`src/rtl/io_port_responder_pkg.sv`:
```
// Shared definitions for the IO-region responder: register offsets, CTRL bit layout.
// Latency: n/a (constants and a pure decode helper only).
// Backpressure: n/a.
package io_port_responder_pkg;

  // Region select on the full CPU address; the controller decodes it before us.
  localparam logic [1:0] IO_REGION = 2'b11;

  // Register offsets within the IO region (addr[3:0]).
  localparam logic [3:0] IO_LED     = 4'h0;
  localparam logic [3:0] IO_SW      = 4'h1;
  localparam logic [3:0] IO_BTN     = 4'h2;
  localparam logic [3:0] IO_CTRL    = 4'h3;
  localparam logic [3:0] IO_RELOAD  = 4'h4;
  localparam logic [3:0] IO_COUNT   = 4'h5;
  localparam logic [3:0] IO_STATUS  = 4'h6;

  // CTRL and STATUS bit positions.
  localparam int CTRL_EN        = 0;
  localparam int CTRL_AUTO      = 1;
  localparam int STATUS_EXPIRED = 0;

  // Only the low 16 words of the region are populated; anything above aliases nothing.
  function automatic logic io_offset_ok(input logic [13:0] a);
    return (a[13:4] == 10'd0);
  endfunction

endpackage

```
`src/rtl/io_port_responder_sync_edge.sv`:
```
// Two-flop synchronizer for asynchronous inputs plus a rising-edge pulse from a third flop.
// Latency: o_sync follows i_async after 2 edges; o_rise is high for the cycle after o_sync rises.
// Backpressure: none; free-running every cycle.
module io_sync_edge #(
  parameter int W = 1
) (
  input  logic         clk,
  input  logic         reset,
  input  logic [W-1:0] i_async,
  output logic [W-1:0] o_sync,
  output logic [W-1:0] o_rise
);

  logic [W-1:0] r_s1;
  logic [W-1:0] r_s2;
  logic [W-1:0] r_s3;

  // Metastability chain; r_s3 only holds the previous synced level for edge detection.
  always_ff @(posedge clk) begin
    if (reset) begin
      r_s1 <= '0;
      r_s2 <= '0;
      r_s3 <= '0;
    end else begin
      r_s1 <= i_async;
      r_s2 <= r_s1;
      r_s3 <= r_s2;
    end
  end

  assign o_sync = r_s2;
  assign o_rise = r_s2 & ~r_s3;

endmodule

```
`src/rtl/io_port_responder.sv`:
```
// Memory-mapped IO responder: LEDs, synced switches, sticky button edges, prescaled countdown timer.
// Latency: read data registered, valid one cycle after addr; writes take effect at the wrEn edge.
// Backpressure: none; every access completes in one cycle, no stall path to the controller.
module io_port_responder
  import io_port_responder_pkg::*;
#(
  parameter int PRESCALE = 50000,
  parameter int NUM_BTN  = 4
) (
  input  logic               clk,
  input  logic               reset,
  input  logic               wrEn,
  input  logic [13:0]        addr,
  input  logic [7:0]         wrData,
  output logic [7:0]         rdData,
  input  logic [7:0]         sw_in,
  input  logic [NUM_BTN-1:0] btn_in,
  output logic [7:0]         led_out,
  output logic               timer_irq
);

  // A PRESCALE of 1 still needs a 1-bit counter; it simply wraps every cycle.
  localparam int            PW        = (PRESCALE > 1) ? $clog2(PRESCALE) : 1;
  localparam logic [PW-1:0] PRESC_MAX = PW'(PRESCALE - 1);

  // ---------------------------------------------------------------- decode
  logic       w_local;
  logic [3:0] w_reg;
  logic       w_wr;
  logic       w_wr_led;
  logic       w_wr_btn;
  logic       w_wr_ctrl;
  logic       w_wr_reload;
  logic       w_wr_status;

  assign w_local     = io_offset_ok(addr);
  assign w_reg       = addr[3:0];
  assign w_wr        = wrEn && w_local;
  assign w_wr_led    = w_wr && (w_reg == IO_LED);
  assign w_wr_btn    = w_wr && (w_reg == IO_BTN);
  assign w_wr_ctrl   = w_wr && (w_reg == IO_CTRL);
  assign w_wr_reload = w_wr && (w_reg == IO_RELOAD);
  assign w_wr_status = w_wr && (w_reg == IO_STATUS);

  // ---------------------------------------------------------------- inputs
  logic [7:0]         r_sw_s1;
  logic [7:0]         r_sw_s2;
  logic [NUM_BTN-1:0] w_btn_sync;
  logic [NUM_BTN-1:0] w_btn_rise;
  logic [NUM_BTN-1:0] r_btn_flags;

  // Switches are level-only, so a plain two-flop synchronizer is enough.
  always_ff @(posedge clk) begin
    if (reset) begin
      r_sw_s1 <= '0;
      r_sw_s2 <= '0;
    end else begin
      r_sw_s1 <= sw_in;
      r_sw_s2 <= r_sw_s1;
    end
  end

  io_sync_edge #(
    .W (NUM_BTN)
  ) u_btn_sync (
    .clk     (clk),
    .reset   (reset),
    .i_async (btn_in),
    .o_sync  (w_btn_sync),
    .o_rise  (w_btn_rise)
  );

  // Sticky button-edge flags; a fresh edge beats a simultaneous write-1-to-clear.
  always_ff @(posedge clk) begin
    if (reset) begin
      r_btn_flags <= '0;
    end else if (w_wr_btn) begin
      r_btn_flags <= (r_btn_flags & ~wrData[NUM_BTN-1:0]) | w_btn_rise;
    end else begin
      r_btn_flags <= r_btn_flags | w_btn_rise;
    end
  end

  // ---------------------------------------------------------------- LED
  logic [7:0] r_led;

  // Plain read/write output register.
  always_ff @(posedge clk) begin
    if (reset) begin
      r_led <= '0;
    end else if (w_wr_led) begin
      r_led <= wrData;
    end
  end

  assign led_out = r_led;

  // ---------------------------------------------------------------- timer
  logic          r_en;
  logic          r_auto;
  logic [7:0]    r_reload;
  logic [7:0]    r_count;
  logic          r_expired;
  logic [PW-1:0] r_presc;

  logic w_new_en;
  logic w_en_start;
  logic w_tick;
  logic w_zero_tick;

  assign w_new_en    = wrData[CTRL_EN];
  assign w_en_start  = w_wr_ctrl && w_new_en && !r_en;
  assign w_tick      = r_en && (r_presc == PRESC_MAX);
  assign w_zero_tick = w_tick && (r_count == 8'd0);

  // Prescaler: runs only while enabled, restarts on an EN 0->1 write, idles at 0 otherwise.
  always_ff @(posedge clk) begin
    if (reset) begin
      r_presc <= '0;
    end else if (w_en_start || !r_en || (w_wr_ctrl && !w_new_en)) begin
      r_presc <= '0;
    end else if (r_presc == PRESC_MAX) begin
      r_presc <= '0;
    end else begin
      r_presc <= r_presc + PW'(1);
    end
  end

  // CTRL: a software write always overrides the one-shot hardware EN clear.
  always_ff @(posedge clk) begin
    if (reset) begin
      r_en   <= 1'b0;
      r_auto <= 1'b0;
    end else if (w_wr_ctrl) begin
      r_en   <= w_new_en;
      r_auto <= wrData[CTRL_AUTO];
    end else if (w_zero_tick && !r_auto) begin
      r_en   <= 1'b0;
    end
  end

  // RELOAD register.
  always_ff @(posedge clk) begin
    if (reset) begin
      r_reload <= '0;
    end else if (w_wr_reload) begin
      r_reload <= wrData;
    end
  end

  // COUNT: load on enable, decrement per tick, reload (auto) or hold at 0 (one-shot) on expiry.
  always_ff @(posedge clk) begin
    if (reset) begin
      r_count <= '0;
    end else if (w_en_start) begin
      r_count <= r_reload;
    end else if (w_tick) begin
      if (r_count != 8'd0) begin
        r_count <= r_count - 8'd1;
      end else if (r_auto) begin
        r_count <= r_reload;
      end
    end
  end

  // EXPIRED: set by a tick at zero, cleared by write-1; the set wins a same-cycle clear.
  always_ff @(posedge clk) begin
    if (reset) begin
      r_expired <= 1'b0;
    end else if (w_zero_tick) begin
      r_expired <= 1'b1;
    end else if (w_wr_status && wrData[STATUS_EXPIRED]) begin
      r_expired <= 1'b0;
    end
  end

  assign timer_irq = r_expired;

  // ---------------------------------------------------------------- read path
  logic [7:0] w_btn_rd;
  logic [7:0] w_ctrl_rd;
  logic [7:0] w_rd_mux;

  // Zero-extend the button flags to the 8-bit data bus for any NUM_BTN up to 8.
  always_comb begin
    w_btn_rd                = '0;
    w_btn_rd[NUM_BTN-1:0]   = r_btn_flags;
    w_ctrl_rd               = '0;
    w_ctrl_rd[CTRL_EN]      = r_en;
    w_ctrl_rd[CTRL_AUTO]    = r_auto;
  end

  // Register select; unmapped offsets and out-of-window addresses read as zero.
  always_comb begin
    w_rd_mux = '0;
    if (w_local) begin
      case (w_reg)
        IO_LED:    w_rd_mux = r_led;
        IO_SW:     w_rd_mux = r_sw_s2;
        IO_BTN:    w_rd_mux = w_btn_rd;
        IO_CTRL:   w_rd_mux = w_ctrl_rd;
        IO_RELOAD: w_rd_mux = r_reload;
        IO_COUNT:  w_rd_mux = r_count;
        IO_STATUS: w_rd_mux = {7'd0, r_expired};
        default:   w_rd_mux = '0;
      endcase
    end
  end

  // Read data sampled every cycle from pre-edge state, so a same-cycle write returns the old value.
  always_ff @(posedge clk) begin
    if (reset) begin
      rdData <= '0;
    end else begin
      rdData <= w_rd_mux;
    end
  end

endmodule

```
`config.mk`:
```
export PLATFORM = sky130hd
export DESIGN_NAME = io_port_responder
export DESIGN_NICKNAME = d
export VERILOG_FILES = /design/src/rtl/io_port_responder_pkg.sv /design/src/rtl/io_port_responder_sync_edge.sv /design/src/rtl/io_port_responder.sv
export SDC_FILE = /design/constraint.sdc
export NUM_CORES = 1
export LEC_CHECK = 0
export ABC_AREA = 1
export BUFFER_PORTS_ARGS = -buffer_cell sky130_fd_sc_hd__buf_2
export CAP_MARGIN = 20
export CORE_AREA = 2 2 113 115
export CTS_CLUSTER_SIZE = 16
export DETAILED_ROUTE_END_ITERATION = 8
export DIE_AREA = 0 0 115 117
export PLACE_DENSITY = 0.59
export SYNTH_ARGS = -nofsm -noshare
export SYNTH_HDL_FRONTEND = slang
export SYNTH_SLANG_ARGS = --single-unit
```
`constraint.sdc`:
```
create_clock -name clk -period 2.85 [get_ports clk]
set_input_delay 0.1425 -clock clk [delete_from_list [all_inputs] [get_ports clk]]
set_output_delay 0.1425 -clock clk [all_outputs]
set_load 0.01 [all_outputs]
```
==> summary.txt, run 1 <==
Status - finished, final reports clean
Share of the yosys chip area belonging to registers - 46.3%
DRC - 0
Antenna viol nets, final - 0
DR WL/cell - 12.0 um
Worst Path Arrival - 2.02 ns
Distinct cells, synth - 33
Pin count of the biggest net entering global routing - 40
Total gr overflow - 0
Fin. Hold Viols - 0
Clock latency at the later pin of the worst-skew pair - 0.33 ns
Post-CTS setup buffer count - 0
Syn-to-layout area delta - 20.0%
Leakage - 1.88 nW
Final net count - 556
Diodes inserted - 0
Layout cell share with drive strength beyond 1 - 19.8%
GR Util All Layers - 12.0%
Synth warnings - 0
Htree depth - 3
CP Class - flop to flop
Ranking of synthesized cells by area - dfxtp_1, nor2_1, inv_1, nand2_1, a21oi_1
Power Density - 593 nW/um2
Final Skew - 0.00496 ns
Worst Max-Slew Pin Slew - 0.794 ns
Startpoint Class - flop
Synth area leader - dfxtp_1
Asr flop ratio synth - 0%
Core Area - 12300 um2
Vias after detailed routing - 3020
Starting Density - 29.2%
Synth top cells by count - dfxtp_1, nor2_1, inv_1
FP Rows - 41
Number of global-route vias before repair - 2727
Sink Count - 83
Num CTS Buffers - 9
Max transition margin - 46.8%
Count of state elements after synthesis - 83
Synth Area per Inst - 7.75 um2
Port bufs - 53
Compound-Gate Fraction of Synth Area - 12.6%
Initial DRC count - 169
I/O pin count - 54
CP required - 3.07 ns
Fmax - 0.553 GHz
Pre-Repair DR Iteration Count - 4
Global-route wire length before repair - 12.8 mm
Most common cell in the netlist - dfxtp_1
Die area - 13500 um2
Clock slew at reported path FFs - 0.06 ns
Crit-path max FO - 8
Adder-Cell Fraction of Synth Area - 1.05%
DRT Wirelength - 8.04 mm
Hold_buf cts - 0
Top cell type's share of synthesized area - 46.3%
Slew Limit Fails - 0
Max clock buf depth - 2
Final worst path period share - 63.5%
Max Cap Viol - 0
Fin area - 4310 um2
Post-Synth XOR/XNOR Area - 3.17%
Gpl congestion - 0.812
Synth Instances - 463
Chip height - 117 um
Hold Path Class - input pin to flop
Crit end category - flop
Mux contribution to synthesized area - 0%
Initial antenna violation count - 0
Post-synth EDFFs - 0
Post-DR vias/cell - 4.50
CTS resizes - 0
Mapped Nets - 503
Die Span X - 115 um
CTS Root Cell - clkbuf_16
# setup viols final - 0
CTS tree - built
Peak VDD IR - 245 uV
Most used DFF post-synth - dfxtp_1
Post-synthesis simple-gate area fraction - 26.6%
Fin crit period - 1.81 ns
Placed Area - 3970 um2
RSZ-0062 raised after global routing - false
Combinational family with the most area after synthesis - simple AND/OR/NAND/NOR gates
Detail Placement HPWL - 6.00 mm
Setup TNS - 0 ns
Netlist Area Pre-Place - 3590 um2
## registers in the layout, summed over array words and instances (netlist names)
signal and flops:
r_sw_s2 8, r_auto 1, r_reload 8, r_btn_flags 4, led_out 8, u_btn_sync.r_s1 4, r_presc 16, u_btn_sync.r_s3 4
u_btn_sync.o_sync 4, timer_irq 1, r_en 1, r_count 8, rdData 8, r_sw_s1 8
## layout by cell type, fill, tap and decap left out, types with 2 or more instances in the layout
cell type / n
o21ai_1: 4
nand2_1: 51
a221oi_1: 5
nand3_1: 25
o22ai_1: 6
clkinv_4: 2
nand4_1: 5
nor2_4: 7
a21oi_1: 36
nor2_2: 6
o21ai_0: 23
nand3_2: 5
inv_2: 5
nand4_4: 2
nand2_2: 6
inv_1: 72
buf_2: 53
clkbuf_16: 9
dfxtp_1: 83
nor3_1: 7
nor2_1: 75
nor3b_1: 2
bufinv_16: 2
clkbuf_8: 2
xor2_1: 12
ha_1: 3
a32o_1: 2
o21bai_1: 3
## power breakdown
group          total [W]  switching, W  internal (W)
Sequential       0.00119    0.00000572       0.00118
Clock            0.00128      0.000461      0.000818
Combinational  0.0000921     0.0000575     0.0000347
## through the flow
step / std cells / total power (W) / util (%) / hold WS [ns] / setup slack [ns]
after global routing: 671 / 0.00265 / 35.0 / 0.00934 / 0.865
after CTS: 671 / 0.00258 / 35.0 / 0.00307 / 1.06
after global placement: 655 / 0.00130 / 32.2 / 0.342 / 1.21
final: 671 / 0.00256 / 35.0 / 0.00660 / 1.04
after detailed placement: 655 / 0.00130 / 32.2 / 0.350 / 1.09
after floorplan: 463 / 0.00126 / - / 0.249 / 1.36
## logic make-up (layout without fill, tap and decap cells)
| family | after synthesis | count (layout) |
|---|---|---|
| simple gates | 194 | 194 |
| xor+xnor | 13 | 13 |
| compound gates | 81 | 81 |
| fa+ha+maj | 3 | 3 |
| buf+inv | 89 | 147 |
| flops | 83 | 83 |
## path summary, 6_finish.rpt
kind                           start                   end  slack (ns)  depth (start not counted)
setup / recovery          r_count[0]            r_count[1]        1.04                          8
hold / removal             btn_in[1]    u_btn_sync.r_s1[1]       0.007                          3
setup reg to reg          r_count[0]            r_count[1]        1.04                          8
hold reg to reg   u_btn_sync.r_s1[0]  u_btn_sync.o_sync[0]        0.40                          2
## worst max-delay path: stages, from the launching register on
cell and delay, ns:
dfxtp_1 0.31, inv_1 0.14, ha_1 0.16, nor3b_1 0.34, nand3_1 0.21, nand3_2 0.17
nand2_2 0.14, o21bai_1 0.17, a21oi_1 0.06
## per-layer routing
| metal | part of all wire, % | wire length [um] | up-vias | track usage, % |
|---|---|---|---|---|
| met5 | 0 | 0 | - | 0 |
| met4 | 0.97 | 78 | 0 | 3.37 |
| met3 | 4.0 | 321 | 5 | 3.45 |
| met2 | 45 | 3650 | 60 | 19.1 |
| met1 | 50 | 3990 | 1366 | 16.0 |
| li1 | - | - | 1589 | - |
## area by class of cell
cell class                 count  area [um2]
multi-input combinational    291        1560
timing repair buffer          54         273
clock inverter                 5        85.1
clock buffer                  11         253
sequential                    83        1660
tap                          150         188
fill                        1305        8000
inverter                      77         289
Note: power is estimated with default switching activity, not from simulation.
==> run 2, diff against run 1 <==
- PLACE_DENSITY: 0.59 -> 0.6
- clock period: 2.85 -> 1.5 ns (I/O delays scaled with it)
==> summary.txt, run 2 (same netlist as run 1, synthesis figures left out) <==
Status - complete, but fails checks
Failing checks - negative setup slack
Initial DRC count - 255
Placed Area - 4110 um2
WL met2 - 4.10 mm
R2R Path Start - r_count[0]
DP Cell Count - 673
FF-to-FF path depth - 8
GR Util All Layers - 12.6%
Fin crit period - 1.51 ns
Worst Path Arrival - 1.73 ns
Clock latency at the later pin of the worst-skew pair - 0.34 ns
R2R Path End - r_count[0]
Most frequent cells in the layout - dfxtp_1, nor2_1, inv_1
Diodes inserted - 0
FP Rows - 41
Layout cell share with drive strength beyond 1 - 26.2%
Setup TNS - -0.00540 ns
Max reg flops - 16
Reg with most FFs - r_presc
Die area - 13500 um2
Final Skew - 0.00705 ns
Total gr overflow - 0
Fin. Hold Viols - 0
Hold Path Class - input pin to flop
Detail Placement HPWL - 6.08 mm
Fill cell count - 1268
CTS Root Cell - clkbuf_16
CP required - 1.72 ns
Starting Density - 29.2%
Clock slew at reported path FFs - 0.06 ns
Sink Count - 83
# setup viols final - 1
Max transition margin - 52.2%
Hold path startpoint - reset
Num CTS Buffers - 9
Power Density - 1030 nW/um2
Metal3 WL - 375 um
Final net count - 597
DRC - 0
Final worst path period share - 100%
Die Span X - 115 um
Worst hold path endpoint - u_btn_sync.r_s3[3]
Startpoint Class - flop
Fmax - 0.664 GHz
CP Class - flop to flop
Antenna viol nets, final - 0
Pin count of the biggest net entering global routing - 28
Vias after detailed routing - 3216
Pre-Repair DR Iteration Count - 5
DR WL/cell - 11.9 um
Crit-path max FO - 8
Gpl congestion - 0.849
Port bufs - 53
Setup slack after layout - -0.00540 ns
Core Area - 12300 um2
Worst reg2reg setup slack - -0.005 ns
Max Cap Viol - 0
Max clock buf depth - 2
DRT Wirelength - 8.45 mm
Chip height - 117 um
Leakage - 2.07 nW
Number of global-route vias before repair - 3019
Met1 WL - 3.87 mm
Post-DR vias/cell - 4.52
Hold WS - 0.00534 ns
RSZ-0062 raised after global routing - true
Final Core Density - 38.6%
I/O pin count - 54
Peak VDD IR - 568 uV
Initial antenna violation count - 0
Fin area - 4750 um2
Slew Limit Fails - 0
Worst Max-Slew Pin Slew - 0.714 ns
Final cell count without fillers - 712
Crit end category - flop
Htree depth - 3
DR top layer - met4
Most common cell after layout, fill and taps aside - dfxtp_1
Hold depth - 2
Global-route wire length before repair - 13.6 mm
Syn-to-layout area delta - 32.3%
CTS tree - built
==> run 2: cell count changes in the layout (fill, tap and decap cells not counted), moves of 3 or more <==
cell,before,now
buf_4,1,27
dlygate4sd3_1,0,13
inv_6,0,3
dfxtp_1,83,79
dfxtp_2,0,4
==> run 2: per-layer routing <==
| metal | up-vias | track usage [%] |
|---|---|---|
| met1 | 1459 | 16.1 |
| met4 | 0 | 4.74 |
| met5 | - | 0 |
| met2 | 73 | 21.2 |
| li1 | 1675 | - |
| met3 | 9 | 2.42 |
==> run 2: final cells by class <==
cell class                      instances  area, um2  area share, %
Inverter                               77        289           6.09
Clock buffer                           10        239           5.03
Multi-Input combinational cell        293       1670           35.2
Sequential cell                        83       1670           35.1
Clock inverter                          6       95.1           2.00
Timing Repair Buffer                   93        598           12.6
Tap cell                              150        188           3.95
==> run 2: power by group <==
| group | leakage [nW] | total, W | internal, W | switching (W) |
|---|---|---|---|---|
| clock network | 0.164 | 0.00244 | 0.00152 | 0.000921 |
| registers | 0.677 | 0.00225 | 0.00224 | 0.0000111 |
| logic | 1.23 | 0.000209 | 0.0000912 | 0.000118 |
==> run 2: what timing repair did <==
action	CTS	global route
hold buffers	13	0
pin swaps	4	14
endpoints found under the hold margin	13	0
endpoints found under the setup margin	12	26
buffers inserted	6	3
cloned	1	1
resized for setup	7	17
==> run 2: worst max-delay path, cell delays in order, from the launching register on <==
cell,delay (ns)
dfxtp_1,0.31
inv_1,0.07
ha_1,0.15
nor3b_4,0.26
nand3_2,0.13
nand3_2,0.15
nand2_4,0.10
o21bai_1,0.16
a21oi_1,0.06
==> run 2: worst max path at each step <==
stage / start / endpoint / slack, ns
global route: r_presc[1] / r_count[6] / -0.12
floorplan: r_count[0] / r_count[5] / 0.008
finish: r_count[0] / r_count[0] / -0.005
detailed placement: r_count[0] / r_count[0] / -0.23
global placement: r_count[0] / r_count[0] / -0.04
CTS: r_presc[1] / r_count[7] / 0.0006
==> run 2: per-stage QoR <==
stage	power, W	worst slack [ns]
3_5_place_dp	0.00248	-0.228
5_1_grt	0.00505	-0.116
4_1_cts	0.00495	0.000571
3_3_place_gp	0.00248	-0.0357
2_1_floorplan	0.00239	0.00835
6_report	0.00491	-0.00540
==> run 3, diff against run 2 <==
- BUFFER_PORTS_ARGS: -buffer_cell sky130_fd_sc_hd__buf_2 -> -buffer_cell sky130_fd_sc_hd__clkbuf_2
- SKIP_LAST_GASP: unset -> 1
==> summary.txt, run 3 (same netlist as run 1, synthesis figures left out) <==
DR WL/cell - 12.2 um
Worst Path Arrival - 1.73 ns
Most frequent cells in the layout - dfxtp_1, nor2_1, inv_1
Fmax - 0.686 GHz
Num CTS Buffers - 9
# setup viols final - 0
Syn-to-layout area delta - 33.3%
Global-route wire length before repair - 13.8 mm
Reg with most FFs - r_presc
Leakage - 2.07 nW
Max transition margin - 50.7%
Post-DR vias/cell - 4.55
Clock latency at the later pin of the worst-skew pair - 0.34 ns
Initial antenna violation count - 0
Fin. Hold Viols - 0
Final net count - 598
Most common cell after layout, fill and taps aside - dfxtp_1
Pin count of the biggest net entering global routing - 33
I/O pin count - 54
Antenna viol nets, final - 0
Diodes inserted - 0
Max Cap Viol - 0
Total Power - 0.00471 W
Number of global-route vias before repair - 3075
DRT Wirelength - 8.69 mm
DRC - 0
CP required - 1.77 ns
Core Area - 12300 um2
Metal3 WL - 352 um
Crit-path max FO - 8
CTS Root Cell - clkbuf_16
RSZ-0062 raised after global routing - true
Port bufs - 53
Startpoint Class - flop
Final worst path period share - 97.1%
Fill cell count - 1275
Layout cell share with drive strength beyond 1 - 27.0%
Setup slack after layout - 0.0429 ns
Met1 WL - 4.12 mm
Gpl congestion - 0.801
Crit end category - flop
Final Skew - 0.0117 ns
DR top layer - met4
Total gr overflow - 0
WL met2 - 4.11 mm
Max reg flops - 16
Max clock buf depth - 2
Sink Count - 83
Pre-Repair DR Iteration Count - 5
Die Span X - 115 um
Power Density - 984 nW/um2
Peak VDD IR - 575 uV
GR Util All Layers - 12.9%
Initial DRC count - 167
Vias after detailed routing - 3244
Die area - 13500 um2
CTS tree - built
CP Class - flop to flop
Htree depth - 3
Chip height - 117 um
Hold Path Class - input pin to flop
Worst Max-Slew Pin Slew - 0.736 ns
Fin crit period - 1.46 ns
Setup Slack @ Placement - -0.166 ns
Clock slew at reported path FFs - 0.06 ns
Slew Limit Fails - 0
Detail Placement HPWL - 6.16 mm
Status - finished, final reports clean
FP Rows - 41
Starting Density - 29.2%
-- run 3: cell types whose count changed in the layout (fill, tap and decap cells not counted), sizes merged --
cell / before / now
clkbuf: 10 / 66
buf: 80 / 25
dlygate4sd3: 13 / 16
inv: 80 / 77
bufinv: 2 / 1
clkinvlp: 0 / 1
-- run 3: worst paths after layout --
check / startpoint / endpoint / slack (ns) / cells after the start
worst min register to register: r_sw_s1[0] / r_sw_s2[0] / 0.40 / 2
worst max-delay path: r_presc[0] / r_count[6] / 0.04 / 9
worst max register to register: r_presc[0] / r_count[6] / 0.04 / 9
worst min-delay path: wrData[3] / r_reload[3] / 0.04 / 3
-- run 3: repair_timing --
item                                    4_1_cts  5_1_grt
resized for setup                             4       33
pin swaps                                     3       13
hold endpoints to repair                     20        0
cloned                                        1        1
hold buffers                                 16        0
endpoints found under the setup margin       13       25
setup buffers                                 1        4
-- run 3: metal layers --
layer	vias to the layer above	track usage, %
li1	1672	-
met1	1504	16.4
met2	58	20.9
met3	10	3.40
met4	0	5.22
met5	-	0
-- run 3: layout make-up --
cell class / count / area, um2 / area share (%)
sequential: 83 / 1670 / 34.9
clock inverter: 3 / 46.3 / 0.968
tap: 150 / 188 / 3.92
multi-input combinational: 293 / 1720 / 35.9
clock buffer: 13 / 260 / 5.44
timing repair buffer: 94 / 617 / 12.9
inverter: 77 / 289 / 6.04
-- run 3: where the power goes --
part	switching, W	leakage, nW	internal (W)	total (W)
registers	0.0000114	0.678	0.00224	0.00225
logic	0.000116	1.24	0.0000944	0.000210
clock network	0.000859	0.146	0.00138	0.00224
total	0.000986	2.07	0.00372	0.00471
-- run 3: critical path, cell delays in order, from the launching register on --
cell and delay (ns):
dfxtp_2 0.35, ha_4 0.14, nand2_2 0.05, inv_2 0.05, nand3b_1 0.13, nor2_2 0.20
nand3_4 0.14, nand2_8 0.11, nand3_1 0.08, a21oi_1 0.13
-- run 3: per-stage QoR --
step | area [um2] | hold WS (ns) | utilization (%) | instances | TNS [ns]
floorplan | 3590 | 0.182 | - | 463 | 0
global placement | 4110 | 0.267 | 33.4 | 674 | -0.207
detailed placement | 4110 | 0.271 | 33.4 | 674 | -1.12
CTS | 4620 | 0.0244 | 37.6 | 708 | -0.00302
global route | 4780 | 0.0473 | 38.9 | 713 | -0.366
finish | 4780 | 0.0407 | 38.9 | 713 | 0
